**src/rtl/cic_ctrl_pkg.sv**
```systemverilog
// Shared types and decimation lookup for the CIC conversion controller.
package cic_ctrl_pkg;

   typedef enum logic [1:0] {
      StIdle   = 2'd0,
      StClear  = 2'd1,
      StSettle = 2'd2,
      StRun    = 2'd3
   } state_e;

   localparam int unsigned DefaultNumbits = 25;
   localparam int unsigned DecCntWidth    = 8;

   localparam logic [1:0] DecSel32  = 2'd0;
   localparam logic [1:0] DecSel64  = 2'd1;
   localparam logic [1:0] DecSel128 = 2'd2;
   localparam logic [1:0] DecSel256 = 2'd3;

   function automatic logic [8:0] dec_len(input logic [1:0] sel);
      unique case (sel)
         DecSel32:  return 9'd32;
         DecSel64:  return 9'd64;
         DecSel128: return 9'd128;
         DecSel256: return 9'd256;
      endcase
   endfunction

   // Terminal count for the modulo counter (D-1).
   function automatic logic [DecCntWidth-1:0] dec_last(input logic [1:0] sel);
      return DecCntWidth'(dec_len(sel) - 9'd1);
   endfunction

endpackage

```
**src/rtl/cic_dec_counter.sv**
```systemverilog
// Programmable modulo counter: counts 0..last, wraps to 0 and strobes wrap at last.
module cic_dec_counter #(
   parameter int unsigned WIDTH = 8
) (
   input  logic             clk,
   input  logic             reset,
   input  logic             clear,
   input  logic             enable,
   input  logic [WIDTH-1:0] last,
   output logic             wrap
);

   logic [WIDTH-1:0] count_q, count_d;

   always_comb begin
      count_d = count_q;
      if (clear) begin
         count_d = '0;
      end else if (enable) begin
         count_d = (count_q == last) ? '0 : count_q + WIDTH'(1);
      end
   end

   assign wrap = enable && !clear && (count_q == last);

   always_ff @(posedge clk or posedge reset) begin
      if (reset) begin
         count_q <= '0;
      end else begin
         count_q <= count_d;
      end
   end

endmodule

```
**src/rtl/cic_conv_ctrl.sv**
```systemverilog
// Conversion sequencer for a CIC decimator: clear, settle, dump timing and result handoff.
module cic_conv_ctrl
   import cic_ctrl_pkg::*;
#(
   parameter int unsigned NUMBITS      = DefaultNumbits,
   parameter int unsigned SETTLE_COUNT = 3
) (
   input  logic               clk,
   input  logic               reset,
   input  logic               start,
   input  logic               stop,
   input  logic               continuous,
   input  logic [1:0]         dec_sel,
   output logic               cic_clear,
   output logic               cic_dump,
   input  logic [NUMBITS-1:0] cic_data,
   output logic [NUMBITS-1:0] data,
   output logic               data_valid,
   input  logic               data_ready,
   output logic               busy,
   output logic               overrun
);

   localparam logic [15:0] SettleLast = (SETTLE_COUNT == 0) ? 16'd0 : 16'(SETTLE_COUNT - 1);

   state_e               state_q, state_d;
   logic [1:0]           dec_q, dec_d;
   logic                 cont_q, cont_d;
   logic [15:0]          settle_q, settle_d;
   logic                 dump_q, dump_d;
   logic [NUMBITS-1:0]   data_q, data_d;
   logic                 valid_q, valid_d;
   logic                 ovr_q, ovr_d;
   logic                 launch;
   logic                 capture;
   logic                 cnt_clear;
   logic                 cnt_en;
   logic                 wrap;

   assign cnt_clear = (state_q == StIdle) || (state_q == StClear);
   assign cnt_en    = (state_q == StSettle) || (state_q == StRun);

   cic_dec_counter #(
      .WIDTH (DecCntWidth)
   ) u_dec_counter (
      .clk    (clk),
      .reset  (reset),
      .clear  (cnt_clear),
      .enable (cnt_en),
      .last   (dec_last(dec_q)),
      .wrap   (wrap)
   );

   // Only RUN-state dumps lead to a capture; a stop in the capture cycle suppresses it.
   assign dump_d  = wrap && (state_q == StRun);
   assign capture = dump_q && (state_q == StRun) && !stop;

   always_comb begin
      state_d  = state_q;
      dec_d    = dec_q;
      cont_d   = cont_q;
      settle_d = settle_q;
      launch   = 1'b0;
      unique case (state_q)
         StIdle: begin
            if (start && !stop) begin
               state_d = StClear;
               dec_d   = dec_sel;
               cont_d  = continuous;
               launch  = 1'b1;
            end
         end
         StClear: begin
            settle_d = '0;
            if (stop) begin
               state_d = StIdle;
            end else if (SETTLE_COUNT == 0) begin
               state_d = StRun;
            end else begin
               state_d = StSettle;
            end
         end
         StSettle: begin
            if (stop) begin
               state_d = StIdle;
            end else if (wrap) begin
               if (settle_q == SettleLast) begin
                  state_d = StRun;
               end else begin
                  settle_d = settle_q + 16'd1;
               end
            end
         end
         StRun: begin
            if (stop || (capture && !cont_q)) begin
               state_d = StIdle;
            end
         end
         default: state_d = StIdle;
      endcase
   end

   // Output holding register: a new word is dropped only if the old one is still unaccepted.
   always_comb begin
      data_d  = data_q;
      valid_d = valid_q;
      ovr_d   = ovr_q;
      if (launch) begin
         ovr_d = 1'b0;
      end
      if (capture) begin
         if (!valid_q || data_ready) begin
            data_d  = cic_data;
            valid_d = 1'b1;
         end else begin
            ovr_d = 1'b1;
         end
      end else if (valid_q && data_ready) begin
         valid_d = 1'b0;
      end
   end

   always_ff @(posedge clk or posedge reset) begin
      if (reset) begin
         state_q  <= StIdle;
         dec_q    <= '0;
         cont_q   <= 1'b0;
         settle_q <= '0;
         dump_q   <= 1'b0;
         data_q   <= '0;
         valid_q  <= 1'b0;
         ovr_q    <= 1'b0;
      end else begin
         state_q  <= state_d;
         dec_q    <= dec_d;
         cont_q   <= cont_d;
         settle_q <= settle_d;
         dump_q   <= dump_d;
         data_q   <= data_d;
         valid_q  <= valid_d;
         ovr_q    <= ovr_d;
      end
   end

   assign cic_clear  = (state_q == StClear);
   assign cic_dump   = wrap;
   assign busy       = (state_q != StIdle);
   assign data       = data_q;
   assign data_valid = valid_q;
   assign overrun    = ovr_q;

endmodule

```
**config.mk**
```make
export PLATFORM = sky130hd
export DESIGN_NAME = cic_conv_ctrl
export DESIGN_NICKNAME = d
export VERILOG_FILES = /design/src/rtl/cic_ctrl_pkg.sv /design/src/rtl/cic_dec_counter.sv /design/src/rtl/cic_conv_ctrl.sv
export SDC_FILE = /design/constraint.sdc
export NUM_CORES = 1
export LEC_CHECK = 0
export CAP_MARGIN = 20
export CORE_MARGIN = 8
export CORE_UTILIZATION = 53
export CTS_CLUSTER_SIZE = 14
export DETAILED_ROUTE_END_ITERATION = 12
export GPL_TIMING_DRIVEN = 0
export PLACE_DENSITY = 0.92
export SLEW_MARGIN = 0
export SYNTH_ARGS = -nofsm -noshare
export SYNTH_HDL_FRONTEND = slang
export SYNTH_SLANG_ARGS = --single-unit
```
**constraint.sdc**
```tcl
create_clock -name clk -period 4.8 [get_ports clk]
set_clock_uncertainty 0.15 [all_clocks]
set_input_delay 0.48 -clock clk [delete_from_list [all_inputs] [get_ports clk]]
set_output_delay 0.48 -clock clk [all_outputs]
set_load 0.01 [all_outputs]
```
==> results of run 1 <==
==> state kept, by name, indices dropped and copies added, names as in the netlist <==
register / cells
overrun: 1
dec_q: 2
settle_q: 16
u_dec_counter.count_q: 8
dump_q: 1
cont_q: 1
data_valid: 1
state_q: 2
data: 25
==> where the power goes <==
part | switching, uW | internal, uW | total [uW]
Sequential | 17.5 | 494 | 511
Combinational | 43.2 | 49.2 | 92.4
Clock | 194 | 318 | 512
Total | 255 | 862 | 1120
==> placed cells by master (no fill, tap or decap), drive strengths merged, types with 3 or more instances in the layout <==
| master | n |
|---|---|
| a21oi | 12 |
| and3 | 4 |
| buf | 4 |
| clkbuf | 18 |
| clkdlybuf4s50 | 62 |
| dfrtp | 57 |
| ha | 3 |
| inv | 12 |
| mux2 | 28 |
| nand2 | 13 |
| nand3 | 16 |
| nand4 | 4 |
| nor2 | 13 |
| nor4 | 4 |
| o211ai | 3 |
| o21ai | 8 |
| o31ai | 4 |
| or3 | 9 |
| or4 | 7 |
| xnor2 | 4 |
==> kinds of logic after synthesis <==
group,count (synthesis),share of synthesized area [%]
adder cells (fa/ha/maj),3,1.436
AO/OA/AOI/OAI,35,9.426
flip-flops,57,54.55
XOR/XNOR,6,2.010
multiplexers,28,12.06
AND/OR/NAND/NOR,82,17.08
buffers and inverters,22,3.445
==> worst min path at each step <==
stage | from | end | cells after the start
after global routing | reset | data[0]$_DFFE_PP0P_ | 2
after floorplan | u_dec_counter.count_q[0]$_DFFE_PP0P_ | u_dec_counter.count_q[0]$_DFFE_PP0P_ | 1
after global placement | u_dec_counter.count_q[0]$_DFFE_PP0P_ | u_dec_counter.count_q[0]$_DFFE_PP0P_ | 1
after detailed placement | u_dec_counter.count_q[0]$_DFFE_PP0P_ | u_dec_counter.count_q[0]$_DFFE_PP0P_ | 1
after CTS | reset | data[18]$_DFFE_PP0P_ | 2
final | reset | data[0]$_DFFE_PP0P_ | 2
==> worst max-delay path, cell delays in order, from the launching register on <==
cell and delay (ns):
dfrtp_1 0.37, clkbuf_1 0.20, inv_1 0.23, nand2_1 0.18
inv_1 0.15, clkbuf_1 0.40, clkdlybuf4s50_1 0.64
==> synthesized netlist by cell type <==
cell type and number:
o2111ai_2 1, a21oi_2 1, buf_1 2, a31oi_1 1, nor3_1 2, nor4b_1 1, nand4b_1 1, o21ai_1 1
o21ai_0 7, and3_1 4, or3_1 8, dfrtp_1 57, o32ai_4 1, mux2_2 28, o311ai_0 1, nand2_1 13
nor2_1 13, nand3_1 16, nor2b_1 2, o211ai_1 3, o31ai_1 4, o31a_1 1, clkbuf_1 7, xor2_1 2
a21oi_1 11, o21a_1 1, nand4_1 4, and2_1 1, o22ai_1 1, nand2b_1 2, xnor2_1 4, and4_1 1
nor4_1 4, buf_6 1, ha_1 3, or4_1 7, or2_2 2, inv_1 12, o211a_1 1, or3_4 1
==> stage by stage <==
step	power [uW]	instances
after floorplan	562.4	233
after global placement	603.0	362
after detailed placement	610.4	363
after CTS	1122	379
after global routing	1159	379
final	1116	379
==> layer usage <==
| metal | track usage [%] | vias to the layer above |
|---|---|---|
| met5 | 0 | - |
| met4 | 6.573 | 0 |
| met3 | 6.238 | 15 |
| met2 | 27.85 | 102 |
| met1 | 22.31 | 1012 |
| li1 | - | 991 |
==> area by class of cell <==
cell class	count	area (um^2)	share of cell area, %
Buffer	10	45.04	1.262
Clock buffer	11	151.4	4.243
Clock inverter	5	77.57	2.174
Inverter	12	45.04	1.262
Multi-Input combinational cell	154	1099	30.79
Sequential cell	57	1426	39.97
Tap cell	67	83.83	2.349
Timing Repair Buffer	63	640.6	17.95
==> impl_metrics.csv, run 1 <==
group,metric,value,unit
power,leakagePower,0.001535,uW
floorplanning,dieArea,0.007437,mm^2
timing,tightest_slew,0.5567,ns
placement,io_buffers,62,
worst_setup_path,crit_arrival,2.51,ns
drt,via_count,2120,
global_route,grt_pass1_vias,2082,
finish,nFillCells,303,
worst_setup_path,r2r_setup_slack,2.24,ns
worst_setup_path,reg2reg_depth,9,
synthesis,ys_types,40,
placement,place.gp.congestion,0.8885,
timing,fin_ws,1.655,ns
clock_tree,post_cts_resized,0,
power,power_density,312.8,mW/mm^2
clock_tree,cts_root_buf,"clkbuf_8",
drt,vias_per_cell,5.594,
drt,wl_met1,2.820,mm
clock_tree,clock-sinks,57,
clock_tree,clkLatencyLatePin,0.34,ns
clock_tree,path_clk_slew,0.07,ns
floorplanning,rows,25,
worst_setup_path,worstPathRequired,4.17,ns
drt,ant_nets,0,
worst_setup_path,critPathLaunchType,"flop",
global_route,grt_overflow,0,
timing,finalCriticalPeriod,3.145,ns
clock_tree,hold_buffers,0,
floorplanning,core-area,0.004755,mm^2
finish,drive_above_1_share,16.99,%
timing,hold_viol,0,
synthesis,yosys_warnings,0,
synthesis,netlist.area_leader.share,54.55,%
floorplanning,dieHeight,86.24,um
synthesis,avgSynthCellArea,11.22,um^2
worst_setup_path,r2r_start,"settle_q[0]$_DFFE_PP0P_",
clock_tree,cts_buffers,9,
worst_hold_path,holdCritPathClass,"input pin to asynchronous set/reset pin",
placement,dpl_worst_slack,1.936,ns
drt,drtIter0Drc,150,
timing,max_freq,318.0,MHz
timing,period_share,65.52,%
timing,drv_slew,0,
drt,wl_per_cell,17.03,um
synthesis,synth_seq_cells,57,
finish,final_core_util,75.05,%
clock_tree,ctsHtreeMaxLevel,3,
timing,setup_viol,0,
drt,first_pass_iters,4,
drt,top_layer_used,"met4",
finish,area_growth_syn_to_layout,36.46,%
timing,grt_setup_unrepaired,"no",
global_route,grt_max_degree,42,
timing,slew_headroom,62.89,%
drt,drcViolationCount,0,
worst_setup_path,r2r_end,"settle_q[6]$_DFFE_PP0P_",
synthesis,yosysTopAreaCell,"dfrtp_1",
drt,met2_length,2.912,mm
floorplanning,pin_count,63,
drt,drt_wl_total,6.453,mm
worst_setup_path,critical_path.max_fanout,10,
floorplanning,initial_utilization,55.00,%
clock_tree,cts_tree,"built",
worst_setup_path,crit_type,"flop to primary output",
flow_run,max_cap_viol_count,0,
global_route,grt_pass1_wl,10.29,mm
outcome,status,"finished, final reports clean",
timing,setup_tns,0,ns
finish,n_antenna_cell,0,
finish,nets,343,
worst_setup_path,startpoint,"state_q[1]$_DFFE_PP0P_",
drt,dr_wl_met3,607,um
global_route,antenna_found_initial,0,
power,ir_drop,0.0001992,V
floorplanning,die_w,86.24,um
clock_tree,clockBufferDepth,2,
worst_setup_path,end_kind,"primary output",
timing,timing.hold.ws,0.2916,ns
synthesis,netlist_instances,233,
synthesis,synth_fp_nets,269,
synthesis,syn-cell-area,0.002615,mm^2
clock_tree,post-cts-setup-buffers,0,
synthesis,synth.area.top_cells,"dfrtp_1 (55%), mux2_2 (12%), nand3_1 (3.1%), a21oi_1 (2.1%), or4_1 (2.0%)",
placement,place_area,0.003339,mm^2
global_route,grtUsageTotal,17.85,%
finish,finalInstanceArea,0.003568,mm^2
placement,hpwl,4.619,mm
worst_setup_path,crit_end,"cic_clear",
synthesis,yosysSeqAreaShare,54.55,%
Power figures use the tool's default switching activity.
==> inputs of run 2 (changes only) <==
--- a/config.mk
+++ b/config.mk
@@ -7,11 +7,11 @@
 export LEC_CHECK = 0
 export CAP_MARGIN = 20
 export CORE_MARGIN = 8
-export CORE_UTILIZATION = 53
+export CORE_UTILIZATION = 49
 export CTS_CLUSTER_SIZE = 14
 export DETAILED_ROUTE_END_ITERATION = 12
 export GPL_TIMING_DRIVEN = 0
-export PLACE_DENSITY = 0.92
+export PLACE_DENSITY = 0.86
 export SLEW_MARGIN = 0
 export SYNTH_ARGS = -nofsm -noshare
 export SYNTH_HDL_FRONTEND = slang
==> constraint.sdc (replaced) <==
create_clock -name clk -period 2.95 [get_ports clk]
set_clock_uncertainty 0.15 [all_clocks]
set_input_delay 0.295 -clock clk [delete_from_list [all_inputs] [get_ports clk]]
set_output_delay 0.295 -clock clk [all_outputs]
set_load 0.01 [all_outputs]
==> run 2 against run 1 <==
- critical path depth shrank 1
- via count down 0.99%
- sequential power grew 62%
- die area rose by 6.6%
- global-route usage decreased by 0.20 points
- non-clock buffer count is 1 lower
- final area increased by 0.70%
- utilization down 5.1 points
- worst setup slack lost 1.5 ns
- critical path type unchanged
- largest cell class unchanged
- highest routed layer unchanged
==> impl_metrics.csv, run 2 (synthesis gave the netlist of run 1 again) <==
group,metric,value,unit
outcome,status,"finished, final reports clean",
finish,nFillCells,373,
finish,finalInstanceArea,0.003593,mm^2
clock_tree,clockBufferDepth,2,
flow_run,max_cap_viol_count,0,
drt,via_count,2099,
power,ir_drop,0.0003656,V
timing,setup_viol,0,
finish,drive_above_1_share,16.72,%
worst_hold_path,holdCritPathClass,"input pin to asynchronous set/reset pin",
timing,grt_setup_unrepaired,"no",
clock_tree,clock-sinks,57,
placement,place_area,0.003343,mm^2
timing,period_share,94.75,%
floorplanning,dieArea,0.007931,mm^2
drt,drtIter0Drc,132,
global_route,grt_pass1_vias,2127,
worst_setup_path,worstPathRequired,2.51,ns
finish,largest_register_ffs,25,
placement,place.gp.congestion,0.8642,
clock_tree,cts_tree,"built",
drt,wl_per_cell,17.84,um
global_route,grt_max_degree,42,
timing,drv_slew,0,
drt,drcViolationCount,0,
placement,dpl_worst_slack,0.2636,ns
drt,first_pass_iters,4,
floorplanning,initial_utilization,50.88,%
finish,final_cell_mix,"clkdlybuf4s50_1 (62), dfrtp_1 (57), mux2_2 (28)",
finish,regArea,0.001426,mm^2
finish,n_antenna_cell,0,
finish,mostFrequentLayoutCell,"clkdlybuf4s50_1",
finish,area_growth_syn_to_layout,37.42,%
timing,hold_viol,0,
drt,ant_nets,0,
drt,drt_wl_total,6.798,mm
global_route,grtUsageTotal,17.65,%
worst_setup_path,end_kind,"primary output",
global_route,antenna_found_initial,0,
worst_setup_path,crit_type,"flop to primary output",
timing,tightest_slew,0.5375,ns
clock_tree,cts_root_buf,"clkbuf_8",
clock_tree,clkLatencyLatePin,0.34,ns
clock_tree,path_clk_slew,0.07,ns
floorplanning,dieHeight,89.06,um
timing,slew_headroom,64.16,%
worst_setup_path,crit_arrival,2.35,ns
power,power_density,530.4,mW/mm^2
timing,max_freq,357.8,MHz
timing,fin_ws,0.1550,ns
floorplanning,rows,26,
finish,nets,342,
global_route,grt_pass1_wl,10.49,mm
placement,io_buffers,62,
drt,vias_per_cell,5.509,
floorplanning,pin_count,63,
floorplanning,die_w,89.06,um
clock_tree,cts_buffers,9,
worst_setup_path,critical_path.max_fanout,6,
timing,setup_tns,0,ns
finish,multi_input_area,0.001099,mm^2
clock_tree,ctsHtreeMaxLevel,3,
worst_setup_path,critPathLaunchType,"flop",
floorplanning,core-area,0.005140,mm^2
placement,hpwl,4.747,mm
power,leakagePower,0.001545,uW
power,total_power,1906,uW
clock_tree,post_cts_resized,0,
timing,finalCriticalPeriod,2.795,ns
global_route,grt_overflow,0,
-- run 2: final timing paths --
check / start / endpoint / slack, ns / cells past startpoint
max in group asynchronous: reset / settle_q[1]$_DFFE_PP0P_ / 2.01 / 3
min in group clk: u_dec_counter.count_q[0]$_DFFE_PP0P_ / u_dec_counter.count_q[0]$_DFFE_PP0P_ / 0.35 / 1
worst min register to register: u_dec_counter.count_q[0]$_DFFE_PP0P_ / u_dec_counter.count_q[0]$_DFFE_PP0P_ / 0.35 / 1
worst max register to register: settle_q[0]$_DFFE_PP0P_ / settle_q[4]$_DFFE_PP0P_ / 0.40 / 9
worst min-delay path: reset / data[9]$_DFFE_PP0P_ / 0.10 / 2
worst max-delay path: u_dec_counter.count_q[6]$_DFFE_PP0P_ / cic_dump / 0.15 / 5
-- run 2: layout make-up --
| cell class | instances | area share [%] |
|---|---|---|
| buffer | 9 | 1.149 |
| clock buffer | 12 | 4.318 |
| clock inverter | 4 | 2.751 |
| inverter | 12 | 1.253 |
| multi-input combinational | 154 | 30.57 |
| sequential | 57 | 39.69 |
| tap | 70 | 2.437 |
| timing repair buffer | 63 | 17.83 |
-- run 2: worst max-delay path: stages (launching register included) --
cell	delay, ns
dfrtp_1	0.44
or3_4	0.44
o32ai_4	0.29
o21ai_1	0.17
nor2_1	0.13
clkdlybuf4s50_1	0.55
-- run 2: stage by stage --
step	cells	utilization (%)	hold slack (ns)
after global routing	381	69.91	0.1148
final	381	69.91	0.1024
after CTS	381	69.91	0.09282
after floorplan	233	-	0.2085
after global placement	365	64.65	0.3319
after detailed placement	366	65.04	0.3377
-- run 2: layer usage --
metal  vias up  wire length [um]  global-route usage, %
met1      1013              2815                  19.76
met3        14               713                  7.445
met2        81              3147                  28.84
met5         -                 0                      0
li1        991                 -                      -
met4         0               121                  7.553
-- run 2: power by group --
group          switching, uW  internal [uW]
clock                    319            609
combinational           67.6           79.5
sequential              27.0            803
total                    414           1490
-- run 2: what timing repair did --
item,CTS,global route
setup buffers,0,0
setup endpoints to repair,1,0
hold buffers,0,0
